**config.mk**
```make
export PLATFORM = sky130hd
export DESIGN_NAME = cpu_bus_arbiter_flat
export DESIGN_NICKNAME = d
export VERILOG_FILES = /design/src/rtl/cpu_bus_arbiter_if.sv /design/src/rtl/cpu_bus_arbiter.sv /design/src/flat_wrapper.sv
export SDC_FILE = /design/constraint.sdc
export NUM_CORES = 1
export LEC_CHECK = 0
export CAP_MARGIN = 20
export CORE_AREA = 5 5 247 249
export CTS_CLUSTER_DIAMETER = 200
export DETAILED_ROUTE_END_ITERATION = 8
export DIE_AREA = 0 0 252 254
export RECOVER_POWER = 50
export SYNTH_ARGS = -nofsm -noshare
export SYNTH_HDL_FRONTEND = slang
export SYNTH_SLANG_ARGS = --single-unit
export TNS_END_PERCENT = 5
```
**constraint.sdc**
```tcl
create_clock -name clk -period 1.88 [get_ports clk]
set_input_delay 0.376 -clock clk [delete_from_list [all_inputs] [get_ports clk]]
set_output_delay 0.376 -clock clk [all_outputs]
set_load 0.02 [all_outputs]
```
**src/rtl/cpu_bus_arbiter_if.sv**
```systemverilog
// TileLink channel bundle shared by the core's masters and the interconnect port.
// Single-beat A request / D response, one transaction outstanding.
interface tilelink #(
  parameter int XLEN = 64,
  parameter int AW   = 64
);
  logic              a_valid;
  logic              a_ready;
  logic [2:0]        a_opcode;
  logic [AW-1:0]     a_address;
  logic [XLEN-1:0]   a_data;
  logic [XLEN/8-1:0] a_mask;
  logic [2:0]        a_size;
  logic              d_valid;
  logic              d_ready;
  logic [2:0]        d_opcode;
  logic [XLEN-1:0]   d_data;

  // Handshake: a beat transfers on a rising clk edge where valid && ready are both high;
  // valid may not depend on ready, and payload is meaningful only while valid is high.
  modport master (
    output a_valid, a_opcode, a_address, a_data, a_mask, a_size, d_ready,
    input  a_ready, d_valid, d_opcode, d_data
  );

  modport slave (
    input  a_valid, a_opcode, a_address, a_data, a_mask, a_size, d_ready,
    output a_ready, d_valid, d_opcode, d_data
  );
endinterface

```
**src/rtl/cpu_bus_arbiter.sv**
```systemverilog
// Merges the core's fetch and memory-access TileLink masters onto one downstream port,
// one A+D transaction per grant. Define ARB_RR_EN for round-robin instead of access-first priority.
module cpu_bus_arbiter #(
  parameter int XLEN = 64,
  parameter int AW   = 64
) (
  input  logic       clk,
  input  logic       rst_n,
  input  logic       if_request,
  tilelink.slave     if_bus,
  input  logic       ma_request,
  tilelink.slave     ma_bus,
  tilelink.master    bus,
  output logic [1:0] owner
);

  typedef enum logic [1:0] {
    IDLE    = 2'd0,
    A_PHASE = 2'd1,
    D_PHASE = 2'd2
  } state_e;

  localparam logic [1:0] OWN_NONE  = 2'b00;
  localparam logic [1:0] OWN_FETCH = 2'b01;
  localparam logic [1:0] OWN_MA    = 2'b10;

  state_e state_q, state_d;
  logic   owner_sel_q, owner_sel_d;
  logic [1:0] owner_q, owner_d;

  logic              own_a_valid;
  logic [2:0]        own_a_opcode;
  logic [AW-1:0]     own_a_address;
  logic [XLEN-1:0]   own_a_data;
  logic [XLEN/8-1:0] own_a_mask;
  logic [2:0]        own_a_size;
  logic              own_d_ready;

  logic in_a, in_d;
  logic a_hs, d_hs;
  logic req_any, win_sel;
  logic if_owns, ma_owns;

  // Owner-side view of the A channel and D ready, selected by the latched grant.
  always_comb begin
    own_a_valid   = owner_sel_q ? ma_bus.a_valid   : if_bus.a_valid;
    own_a_opcode  = owner_sel_q ? ma_bus.a_opcode  : if_bus.a_opcode;
    own_a_address = owner_sel_q ? ma_bus.a_address : if_bus.a_address;
    own_a_data    = owner_sel_q ? ma_bus.a_data    : if_bus.a_data;
    own_a_mask    = owner_sel_q ? ma_bus.a_mask    : if_bus.a_mask;
    own_a_size    = owner_sel_q ? ma_bus.a_size    : if_bus.a_size;
    own_d_ready   = owner_sel_q ? ma_bus.d_ready   : if_bus.d_ready;
  end

  assign in_a    = (state_q == A_PHASE);
  assign in_d    = (state_q == D_PHASE);
  assign a_hs    = in_a && own_a_valid && bus.a_ready;
  assign d_hs    = in_d && bus.d_valid && own_d_ready;
  assign req_any = if_request || ma_request;

`ifdef ARB_RR_EN
  logic last_sel_q;

  // On a tie the master that did not win last time goes first.
  assign win_sel = (if_request && ma_request) ? ~last_sel_q : ma_request;

  always_ff @(posedge clk or negedge rst_n) begin
    if (!rst_n) begin
      last_sel_q <= 1'b0;
    end else if (state_q == IDLE && req_any) begin
      last_sel_q <= win_sel;
    end
  end
`else
  // A stalled memory access blocks the pipeline, so it beats instruction fetch.
  assign win_sel = ma_request;
`endif

  always_comb begin
    state_d     = state_q;
    owner_sel_d = owner_sel_q;
    owner_d     = owner_q;
    case (state_q)
      IDLE: begin
        if (req_any) begin
          state_d     = A_PHASE;
          owner_sel_d = win_sel;
          owner_d     = win_sel ? OWN_MA : OWN_FETCH;
        end
      end
      A_PHASE: begin
        if (a_hs) begin
          state_d = D_PHASE;
        end
      end
      D_PHASE: begin
        // Grant is released only here; a dropped request never aborts the transaction.
        if (d_hs) begin
          state_d = IDLE;
          owner_d = OWN_NONE;
        end
      end
      default: begin
        state_d = IDLE;
        owner_d = OWN_NONE;
      end
    endcase
  end

  always_ff @(posedge clk or negedge rst_n) begin
    if (!rst_n) begin
      state_q     <= IDLE;
      owner_sel_q <= 1'b0;
      owner_q     <= OWN_NONE;
    end else begin
      state_q     <= state_d;
      owner_sel_q <= owner_sel_d;
      owner_q     <= owner_d;
    end
  end

  assign owner = owner_q;

  assign bus.a_valid   = in_a && own_a_valid;
  assign bus.a_opcode  = in_a ? own_a_opcode  : '0;
  assign bus.a_address = in_a ? own_a_address : '0;
  assign bus.a_data    = in_a ? own_a_data    : '0;
  assign bus.a_mask    = in_a ? own_a_mask    : '0;
  assign bus.a_size    = in_a ? own_a_size    : '0;
  assign bus.d_ready   = in_d && own_d_ready;

  assign if_owns = !owner_sel_q;
  assign ma_owns = owner_sel_q;

  // The non-owner sees a silent channel; D beats outside D_PHASE are never forwarded.
  assign if_bus.a_ready  = in_a && if_owns && bus.a_ready;
  assign if_bus.d_valid  = in_d && if_owns && bus.d_valid;
  assign if_bus.d_opcode = (in_d && if_owns) ? bus.d_opcode : '0;
  assign if_bus.d_data   = (in_d && if_owns) ? bus.d_data   : '0;

  assign ma_bus.a_ready  = in_a && ma_owns && bus.a_ready;
  assign ma_bus.d_valid  = in_d && ma_owns && bus.d_valid;
  assign ma_bus.d_opcode = (in_d && ma_owns) ? bus.d_opcode : '0;
  assign ma_bus.d_data   = (in_d && ma_owns) ? bus.d_data   : '0;

endmodule

```
**src/flat_wrapper.sv**
```systemverilog
// flat-port wrapper written by rule: the top's interface ports become plain ports
module cpu_bus_arbiter_flat 
#(
  parameter int XLEN = 64,
  parameter int AW   = 64
)
  (clk, rst_n, if_request, ma_request, owner, if_bus_a_valid, if_bus_a_opcode, if_bus_a_address, if_bus_a_data, if_bus_a_mask, if_bus_a_size, if_bus_d_ready, if_bus_a_ready, if_bus_d_valid, if_bus_d_opcode, if_bus_d_data, ma_bus_a_valid, ma_bus_a_opcode, ma_bus_a_address, ma_bus_a_data, ma_bus_a_mask, ma_bus_a_size, ma_bus_d_ready, ma_bus_a_ready, ma_bus_d_valid, ma_bus_d_opcode, ma_bus_d_data, bus_a_valid, bus_a_opcode, bus_a_address, bus_a_data, bus_a_mask, bus_a_size, bus_d_ready, bus_a_ready, bus_d_valid, bus_d_opcode, bus_d_data);
  tilelink #(.XLEN(XLEN), .AW(AW)) if_bus_i ();
  tilelink #(.XLEN(XLEN), .AW(AW)) ma_bus_i ();
  tilelink #(.XLEN(XLEN), .AW(AW)) bus_i ();
  input  logic clk;
  input  logic rst_n;
  input  logic if_request;
  input  logic ma_request;
  output logic [1:0] owner;
  input wire logic [$bits(if_bus_i.a_valid)-1:0] if_bus_a_valid;
  input wire logic [$bits(if_bus_i.a_opcode)-1:0] if_bus_a_opcode;
  input wire logic [$bits(if_bus_i.a_address)-1:0] if_bus_a_address;
  input wire logic [$bits(if_bus_i.a_data)-1:0] if_bus_a_data;
  input wire logic [$bits(if_bus_i.a_mask)-1:0] if_bus_a_mask;
  input wire logic [$bits(if_bus_i.a_size)-1:0] if_bus_a_size;
  input wire logic [$bits(if_bus_i.d_ready)-1:0] if_bus_d_ready;
  output wire logic [$bits(if_bus_i.a_ready)-1:0] if_bus_a_ready;
  output wire logic [$bits(if_bus_i.d_valid)-1:0] if_bus_d_valid;
  output wire logic [$bits(if_bus_i.d_opcode)-1:0] if_bus_d_opcode;
  output wire logic [$bits(if_bus_i.d_data)-1:0] if_bus_d_data;
  input wire logic [$bits(ma_bus_i.a_valid)-1:0] ma_bus_a_valid;
  input wire logic [$bits(ma_bus_i.a_opcode)-1:0] ma_bus_a_opcode;
  input wire logic [$bits(ma_bus_i.a_address)-1:0] ma_bus_a_address;
  input wire logic [$bits(ma_bus_i.a_data)-1:0] ma_bus_a_data;
  input wire logic [$bits(ma_bus_i.a_mask)-1:0] ma_bus_a_mask;
  input wire logic [$bits(ma_bus_i.a_size)-1:0] ma_bus_a_size;
  input wire logic [$bits(ma_bus_i.d_ready)-1:0] ma_bus_d_ready;
  output wire logic [$bits(ma_bus_i.a_ready)-1:0] ma_bus_a_ready;
  output wire logic [$bits(ma_bus_i.d_valid)-1:0] ma_bus_d_valid;
  output wire logic [$bits(ma_bus_i.d_opcode)-1:0] ma_bus_d_opcode;
  output wire logic [$bits(ma_bus_i.d_data)-1:0] ma_bus_d_data;
  output wire logic [$bits(bus_i.a_valid)-1:0] bus_a_valid;
  output wire logic [$bits(bus_i.a_opcode)-1:0] bus_a_opcode;
  output wire logic [$bits(bus_i.a_address)-1:0] bus_a_address;
  output wire logic [$bits(bus_i.a_data)-1:0] bus_a_data;
  output wire logic [$bits(bus_i.a_mask)-1:0] bus_a_mask;
  output wire logic [$bits(bus_i.a_size)-1:0] bus_a_size;
  output wire logic [$bits(bus_i.d_ready)-1:0] bus_d_ready;
  input wire logic [$bits(bus_i.a_ready)-1:0] bus_a_ready;
  input wire logic [$bits(bus_i.d_valid)-1:0] bus_d_valid;
  input wire logic [$bits(bus_i.d_opcode)-1:0] bus_d_opcode;
  input wire logic [$bits(bus_i.d_data)-1:0] bus_d_data;
  assign if_bus_i.a_valid = if_bus_a_valid;
  assign if_bus_i.a_opcode = if_bus_a_opcode;
  assign if_bus_i.a_address = if_bus_a_address;
  assign if_bus_i.a_data = if_bus_a_data;
  assign if_bus_i.a_mask = if_bus_a_mask;
  assign if_bus_i.a_size = if_bus_a_size;
  assign if_bus_i.d_ready = if_bus_d_ready;
  assign if_bus_a_ready = if_bus_i.a_ready;
  assign if_bus_d_valid = if_bus_i.d_valid;
  assign if_bus_d_opcode = if_bus_i.d_opcode;
  assign if_bus_d_data = if_bus_i.d_data;
  assign ma_bus_i.a_valid = ma_bus_a_valid;
  assign ma_bus_i.a_opcode = ma_bus_a_opcode;
  assign ma_bus_i.a_address = ma_bus_a_address;
  assign ma_bus_i.a_data = ma_bus_a_data;
  assign ma_bus_i.a_mask = ma_bus_a_mask;
  assign ma_bus_i.a_size = ma_bus_a_size;
  assign ma_bus_i.d_ready = ma_bus_d_ready;
  assign ma_bus_a_ready = ma_bus_i.a_ready;
  assign ma_bus_d_valid = ma_bus_i.d_valid;
  assign ma_bus_d_opcode = ma_bus_i.d_opcode;
  assign ma_bus_d_data = ma_bus_i.d_data;
  assign bus_a_valid = bus_i.a_valid;
  assign bus_a_opcode = bus_i.a_opcode;
  assign bus_a_address = bus_i.a_address;
  assign bus_a_data = bus_i.a_data;
  assign bus_a_mask = bus_i.a_mask;
  assign bus_a_size = bus_i.a_size;
  assign bus_d_ready = bus_i.d_ready;
  assign bus_i.a_ready = bus_a_ready;
  assign bus_i.d_valid = bus_d_valid;
  assign bus_i.d_opcode = bus_d_opcode;
  assign bus_i.d_data = bus_d_data;
  cpu_bus_arbiter #(.XLEN(XLEN), .AW(AW)) u_core (.clk(clk), .rst_n(rst_n), .if_request(if_request), .if_bus(if_bus_i), .ma_request(ma_request), .ma_bus(ma_bus_i), .bus(bus_i), .owner(owner));
endmodule
```
After elaboration in Yosys (flattened, before gate mapping)
Index checks and enable logic that the tools add are counted.
{"block": "word_totals", "mem_bits_ro": 0, "input_bits": 361, "reg_bits": 5, "mem_count": 0, "mem_bits_rw": 0, "wordCells": 51, "latch_bits": 0}
{"block": "classes", "n_bitwise": 1, "muxes": 23, "div": 0, "n_shift": 0, "n_addsub": 0, "magnitude_cmp": 0, "multipliers": 0, "n_eq_ne": 5, "n_reduce_logical": 19}
{"cell": "$mux W64", "count": 6}
{"cell": "$mux W3", "count": 6}
{"cell": "$mux W8", "count": 2}
{"cell": "$logic_and A1 B1 Y1", "count": 13}
{"cell": "$pmux W2 S3", "count": 2}
{"cell": "$mux W2", "count": 5}
{"cell": "$reduce_and A3 Y1", "count": 2}
{"cell": "$ne A2 B2 Y1 const B", "count": 2}
{"cell": "$eq A2 B1 Y1 const B", "count": 1}
{"cell": "$eq A2 B2 Y1 const B", "count": 1}
{"cell": "$logic_not A2 Y1", "count": 1}
{"cell": "$mux W1", "count": 2}
{"cell": "$ne A2 B1 Y1 const B", "count": 1}
{"cell": "$reduce_and A2 Y1", "count": 1}
{"cell": "$logic_not A1 Y1", "count": 1}
{"cell": "$logic_or A1 B1 Y1", "count": 1}
{"cell": "$not A1 Y1", "count": 1}

Logic depth before layout (Yosys ltp)
{"block": "logic_depth", "depth_word": 5, "mapped_depth": 6, "mapped_depth_nobuf": 3}

Worst setup path before layout
No wires, ideal clock.
{"block": "synth_path", "path_type": "reg-to-output", "startpoint": "register u_core.owner_sel_q (netlist: u_core.ma_owns)", "endpoint": "output if_bus_d_valid", "path_slack_ns": 0.193, "arrival_time_ns": 1.311, "stages_incl_launch_ff": 5, "t_required_ns": 1.504, "cell_sequence": "dfrtp_1 -> buf_4 -> buf_6 -> buf_4 -> nor3_1"}
{"block": "synth_between", "elab_chain_len": 3}
{"element": "start: declaration", "line": "cpu_bus_arbiter.sv:28", "source": "logic owner_sel_q, owner_sel_d;"}
{"element": "start signal: assignment", "line": "cpu_bus_arbiter.sv:117", "source": "owner_sel_q <= owner_sel_d;"}
{"element": "$logic_not A1 Y1", "line": "cpu_bus_arbiter.sv:132", "source": "assign if_owns = !owner_sel_q;"}
{"element": "$logic_and A1 B1 Y1 (2 in a row)", "line": "cpu_bus_arbiter.sv:137", "source": "assign if_bus.d_valid = in_d && if_owns && bus.d_valid;"}
{"element": "end: declaration", "line": "flat_wrapper.sv:24", "source": "output wire logic [$bits(if_bus_i.d_valid)-1:0] if_bus_d_valid;"}
No other way between the ends.

Final worst setup path
{"block": "layout_path", "startpoint": "register u_core.owner_sel_q (netlist: u_core.ma_owns)", "endpoint": "output bus_a_data[10]"}
{"block": "layout_between", "elab_chain_len": 2}
{"element": "$mux W64", "line": "cpu_bus_arbiter.sv:49", "source": "own_a_data = owner_sel_q ? ma_bus.a_data : if_bus.a_data;"}
{"element": "$mux W64", "line": "cpu_bus_arbiter.sv:127", "source": "assign bus.a_data = in_a ? own_a_data : '0;"}
{"element": "end: declaration", "line": "flat_wrapper.sv:41", "source": "output wire logic [$bits(bus_i.a_data)-1:0] bus_a_data;"}
No other way between the ends.

==> results.tsv <==
metric	value	unit
run status	complete, but fails checks	
violated checks	negative setup slack	
gr ovfl total	0	
maximum fanout along the worst path	26	
Vias/cell	3.28	
worst hold-check path type	primary input to async pin	
design area	0.0122	sq mm
min cycle time layout	2.17	ns
htree depth	1	
Synth Cell Area	0.00350	sq mm
Worst-path clk slew	0.03	ns
synth unique cells	23	
Fin Clk Skew	0.000509	ns
reg2reg setup slack	0.18	ns
nets	1579	
r2r startpoint	u_core.ma_owns$_DFFE_PN0P_	
worst slack at placement	-0.427	ns
total number of vias	6536	
DRT iter0 DRCs	211	
Clock Path Buffers	2	
startpoint types	flop	
CP required	1.50	ns
Slew HR	81.2	%
Tot Pwr	12.6	mW
Net Count, Synth	862	
CTS Root Cell	clkbuf_16	
Buffers on Ports	644	
initial antenna violation count	15	
post-layout util	20.9	%
core area	0.0585	sq mm
CTS buffer count	3	
Initial Utilization	5.98	%
Post-route DRC	0	
Setup Total Neg Slack	-32.48	ns
Worst-Skew Late Latency	0.23	ns
Clock Sinks	5	
Placement Cell Area	0.0119	sq mm
row count	89	
CP Class	flop to output port	
slack of the critical path	-0.286	ns
reg2reg end	u_core.owner[1]$_DFFE_PN0P_	
area added between synthesis and finish	249	%
Inserted Diodes	0	
sequential share of the synthesized area	3.58	%
drt pass-1 iters	4	
routed wire length	43900	microns
Placer Congestion	0.896	
GR Util All Layers	12.3	%
max cap viols	0	
synthesis-stage register bit count	5	
critical path arrival	1.79	ns
Syn Inst Count	501	
Least-Margin Pin Slew	0.275	ns
RSZ-0062 raised after global routing	true	
Period Utilization, post-route	115	%
layout cells sized above 1	35.9	%
Final Max Tran Viols	0	
die extent in x	252	microns
worst reg2reg path depth	5	
CTS tree	done	
DIE AREA	0.0640	sq mm
Yosys Warn Count	0	
Die H	254	microns
CP Capture Type	output port	
vias in the first global route	7008	
Final Hold Vio Count	0	
endpoints failing setup	269	
FMAX	0.462	GHz
Pwr Density	1040	mW/mm^2
hold_buf cts	0	
LEAKAGE	5.66	nW
Avg WL per Cell	22.1	microns
global-route wire length before repair	56200	microns
ANT nets after route	0	
largest net degree at the start of global routing	68	
Post-DP HPWL	38000	microns
Syn Area/Cell	6.98	sq um
Worst VDD drop	0.602	mV
IO Pins	645	
-- logic make-up after synthesis --
group / synth area share (%)
multiplexers: 41.2
flip-flops: 3.58
AND/OR/NAND/NOR: 42.1
buffers and inverters: 11.3
AO/OA/AOI/OAI: 1.79
-- layout make-up --
| cell class | count | area [sq um] |
|---|---|---|
| repair buffers | 759 | 7760 |
| well taps | 773 | 967 |
| flip-flops and latches | 5 | 130 |
| fillers | 6526 | 46300 |
| clock buffers | 4 | 78.8 |
| inverters | 4 | 22.5 |
| multi-input cells | 445 | 3240 |
-- power breakdown --
part | switching (mW) | total (mW) | internal [mW]
clock network | 0.0711 | 0.352 | 0.281
registers | 0.0479 | 0.217 | 0.169
logic | 6.47 | 12.1 | 5.61
-- critical path, cell delays in order (launching register included) --
cell	delay (ns)
dfrtp_4	0.44
buf_16	0.21
buf_4	0.22
mux2i_1	0.24
nor2_1	0.06
dlygate4sd2_1	0.32
-- stage by stage --
stage | hold slack [ns] | std cells
floorplan | 0.0804 | 501
global placement | 0.514 | 1972
detailed placement | 0.509 | 1972
CTS | 0.386 | 1986
global route | 0.486 | 1990
finish | 0.458 | 1990
-- cells in the final DEF, fill, tap and decap left out, drive strengths merged --
cell type	count
clkdlybuf4s15	5
mux2i	144
nand2	3
nand2b	2
clkdlybuf4s50	361
o21ba	1
dfrtp	5
dlygate4sd3	1
bufbuf	1
and2	134
o21bai	1
inv	4
nor3	2
o32ai	1
dlygate4sd2	62
clkbuf	8
o2bb2ai	1
nor2b	1
nand3	1
o21ai	2
nor2	150
buf	325
a22o	2
-- worst max-delay path by stage --
stage / startpoint / end / slack, ns / cells past startpoint
after CTS: u_core.ma_owns$_DFFE_PN0P_ / bus_a_data[11] / -0.30 / 5
after floorplan: u_core.ma_owns$_DFFE_PN0P_ / if_bus_d_valid / 0.19 / 4
after global routing: u_core.ma_owns$_DFFE_PN0P_ / bus_a_data[0] / -0.34 / 5
after detailed placement: ma_bus_a_size[0] / bus_a_size[0] / -0.43 / 5
final: u_core.ma_owns$_DFFE_PN0P_ / bus_a_data[10] / -0.29 / 5
after global placement: ma_bus_a_size[0] / bus_a_size[0] / -0.41 / 5
-- metal layers --
metal	global-route usage, %	vias to the layer above	wire length [microns]
li1	-	3063	-
met1	13.8	2982	16100
met2	24.1	445	23300
met3	3.39	42	3930
met4	1.23	4	565
met5	0	-	25
-- state kept, by name, indices dropped and copies added (netlist names) --
signal and count:
u_core.ma_owns 1, u_core.owner 2, u_core.state_q 2
-- cell usage after synthesis --
| master | instances | share of area [%] |
|---|---|---|
| a22o_1 | 2 | 0.50 |
| and2_1 | 134 | 24 |
| buf_2 | 7 | 1.0 |
| buf_4 | 16 | 3.4 |
| buf_6 | 18 | 5.8 |
| clkbuf_1 | 6 | 0.64 |
| dfrtp_1 | 5 | 3.6 |
| inv_1 | 4 | 0.43 |
| mux2i_1 | 144 | 41 |
| nand2_1 | 2 | 0.21 |
| nand2_2 | 1 | 0.18 |
| nand2b_1 | 1 | 0.18 |
| nand2b_4 | 1 | 0.39 |
| nand3_1 | 1 | 0.14 |
| nor2_1 | 148 | 16 |
| nor2_4 | 2 | 0.64 |
| nor2b_1 | 1 | 0.18 |
| nor3_1 | 2 | 0.29 |
| o21ai_0 | 2 | 0.29 |
| o21ba_2 | 1 | 0.29 |
| o21bai_1 | 1 | 0.21 |
| o2bb2ai_1 | 1 | 0.25 |
| o32ai_1 | 1 | 0.25 |
-- timing repair --
item	in CTS	in global routing
cloned	4	3
endpoints found under the setup margin	279	280
buffers inserted	6	1
gates resized for setup	746	108
pin swaps	58	16
hold endpoints to repair	0	0
Power figures use the tool's default switching activity.
==> RTL change (config.mk and constraints unchanged) <==
The option `ARB_RR_EN` is turned on by a define.
--- a/src/rtl/cpu_bus_arbiter.sv
+++ b/src/rtl/cpu_bus_arbiter.sv
@@ -1,5 +1,7 @@
 // Merges the core's fetch and memory-access TileLink masters onto one downstream port,
 // one A+D transaction per grant. Define ARB_RR_EN for round-robin instead of access-first priority.
+`define ARB_RR_EN
+
 module cpu_bus_arbiter #(
   parameter int XLEN = 64,
   parameter int AW   = 64
Function: changed (Yosys sat finds a counterexample within 10 cycles, from zero or initial values and one cycle with rst_n low).
==> RTL change against the unedited design <==
- the flow still finishes with violations (setup timing)
- wire length down 22%
- hold slack better by 0.0095 ns
- synthesized cell count down 28%
- setup slack worse by 0.054 ns
- total power up 7.1%
- area after synthesis down 25%
- largest cell class unchanged
- sequential share of layout area up 0.15 points
- die area unchanged
- critical path depth up 2
- clock skew about the same
- highest routed layer unchanged
- sequential cell count unchanged
- cell area down 14%
==> RTL change: results (changes against the unedited design) <==
syn nets 721 (-16%); fillers 6608 (+1.3%); #MultiIn Comb 304 (-32%); Final setup viols 276 (+2.6%); multi-input combinational area share 22.7% (-3.9 points); Worst Path Arrival 1.84 ns (+0.05 ns); Routed Wire Length 34.1 mm (-22%); leading post-synthesis cells by cell area a22o_1 48%, and2_1 33%, dfrtp_1 4.8%, clkbuf_1 4.2%, buf_2 3.4%; Detailed Place HPWL 29.2 mm (-23%); DP Area 10500 um^2 (-12%); met1 global-route usage 11.2% (-2.5 points); worst slew pin tran 0.301 ns (+0.0260 ns); syn_area_per_cell 7.26 um^2 (+4.0%); Switching Share 49.3% (-2.8 points); Setup TNS Final -47.51 ns (-15.03 ns); failing checks setup timing; routed wl met2 16.0 mm (-31%); status finished with violations; vias in the first global route 6253 (-11%); Buffers excl. clock 722 (-4.9%); setup ws final -0.340 ns (-0.0543 ns); Global Route met2 Usage 16.0% (-8.0 points); Synth top cells by count 143 x a22o_1, 137 x and2_1, 29 x clkbuf_1; NumNets Final 1401 (-11%); crit path from u_core.state_q[1]$_DFFE_PN0P_; detailed router's first-iteration violation count 223 (+5.7%); first-pass GRT wire length 44.2 mm (-21%); RD Place Congestion 0.902 (+0.64%); post-synthesis compound-gate area fraction 50.1% (+48 points); multiplexer share of the synthesized area 0.814% (-40 points); Total GRT Usage 9.40% (-2.9 points); largest net degree at the start of global routing 55 (-19%); post-CTS sizing 908 (+22%); Clock-cell share 0.754% (+0.11 points); Critical-path top delay cell dfrtp_2; post-synthesis sequential area ratio 4.79% (+1.2 points); Setup Buffers After CTS 12 (+6); pre-CTS WS -0.532 ns (-0.105 ns); Cells after DPL 1788 (-9.3%); Worst R2R Start u_core.last_sel_q$_DFFE_PN0P_
[RTL change: power groups by stage]
stage          Clock [W]  Sequential (W)  Combinational (W)
2_1_floorplan          0        0.000213            0.00559
3_3_place_gp           0        0.000213             0.0123
3_5_place_dp           0        0.000213             0.0124
4_1_cts         0.000363        0.000219             0.0127
5_1_grt         0.000366        0.000231             0.0137
6_report        0.000360        0.000222             0.0130
[RTL change: worst paths after layout]
kind	endpoint	slack, ns	cells after the start
worst min-delay path	u_core.state_q[0]$_DFFE_PN0P_	0.47	1
worst min register to register	u_core.owner[0]$_DFFE_PN0P_	0.58	2
min in group clk	u_core.owner[0]$_DFFE_PN0P_	0.58	2
worst max register to register	u_core.owner[0]$_DFFE_PN0P_	0.46	5
max in group asynchronous	u_core.last_sel_q$_DFFE_PN0P_	1.16	1
worst max-delay path	bus_a_mask[2]	-0.34	7
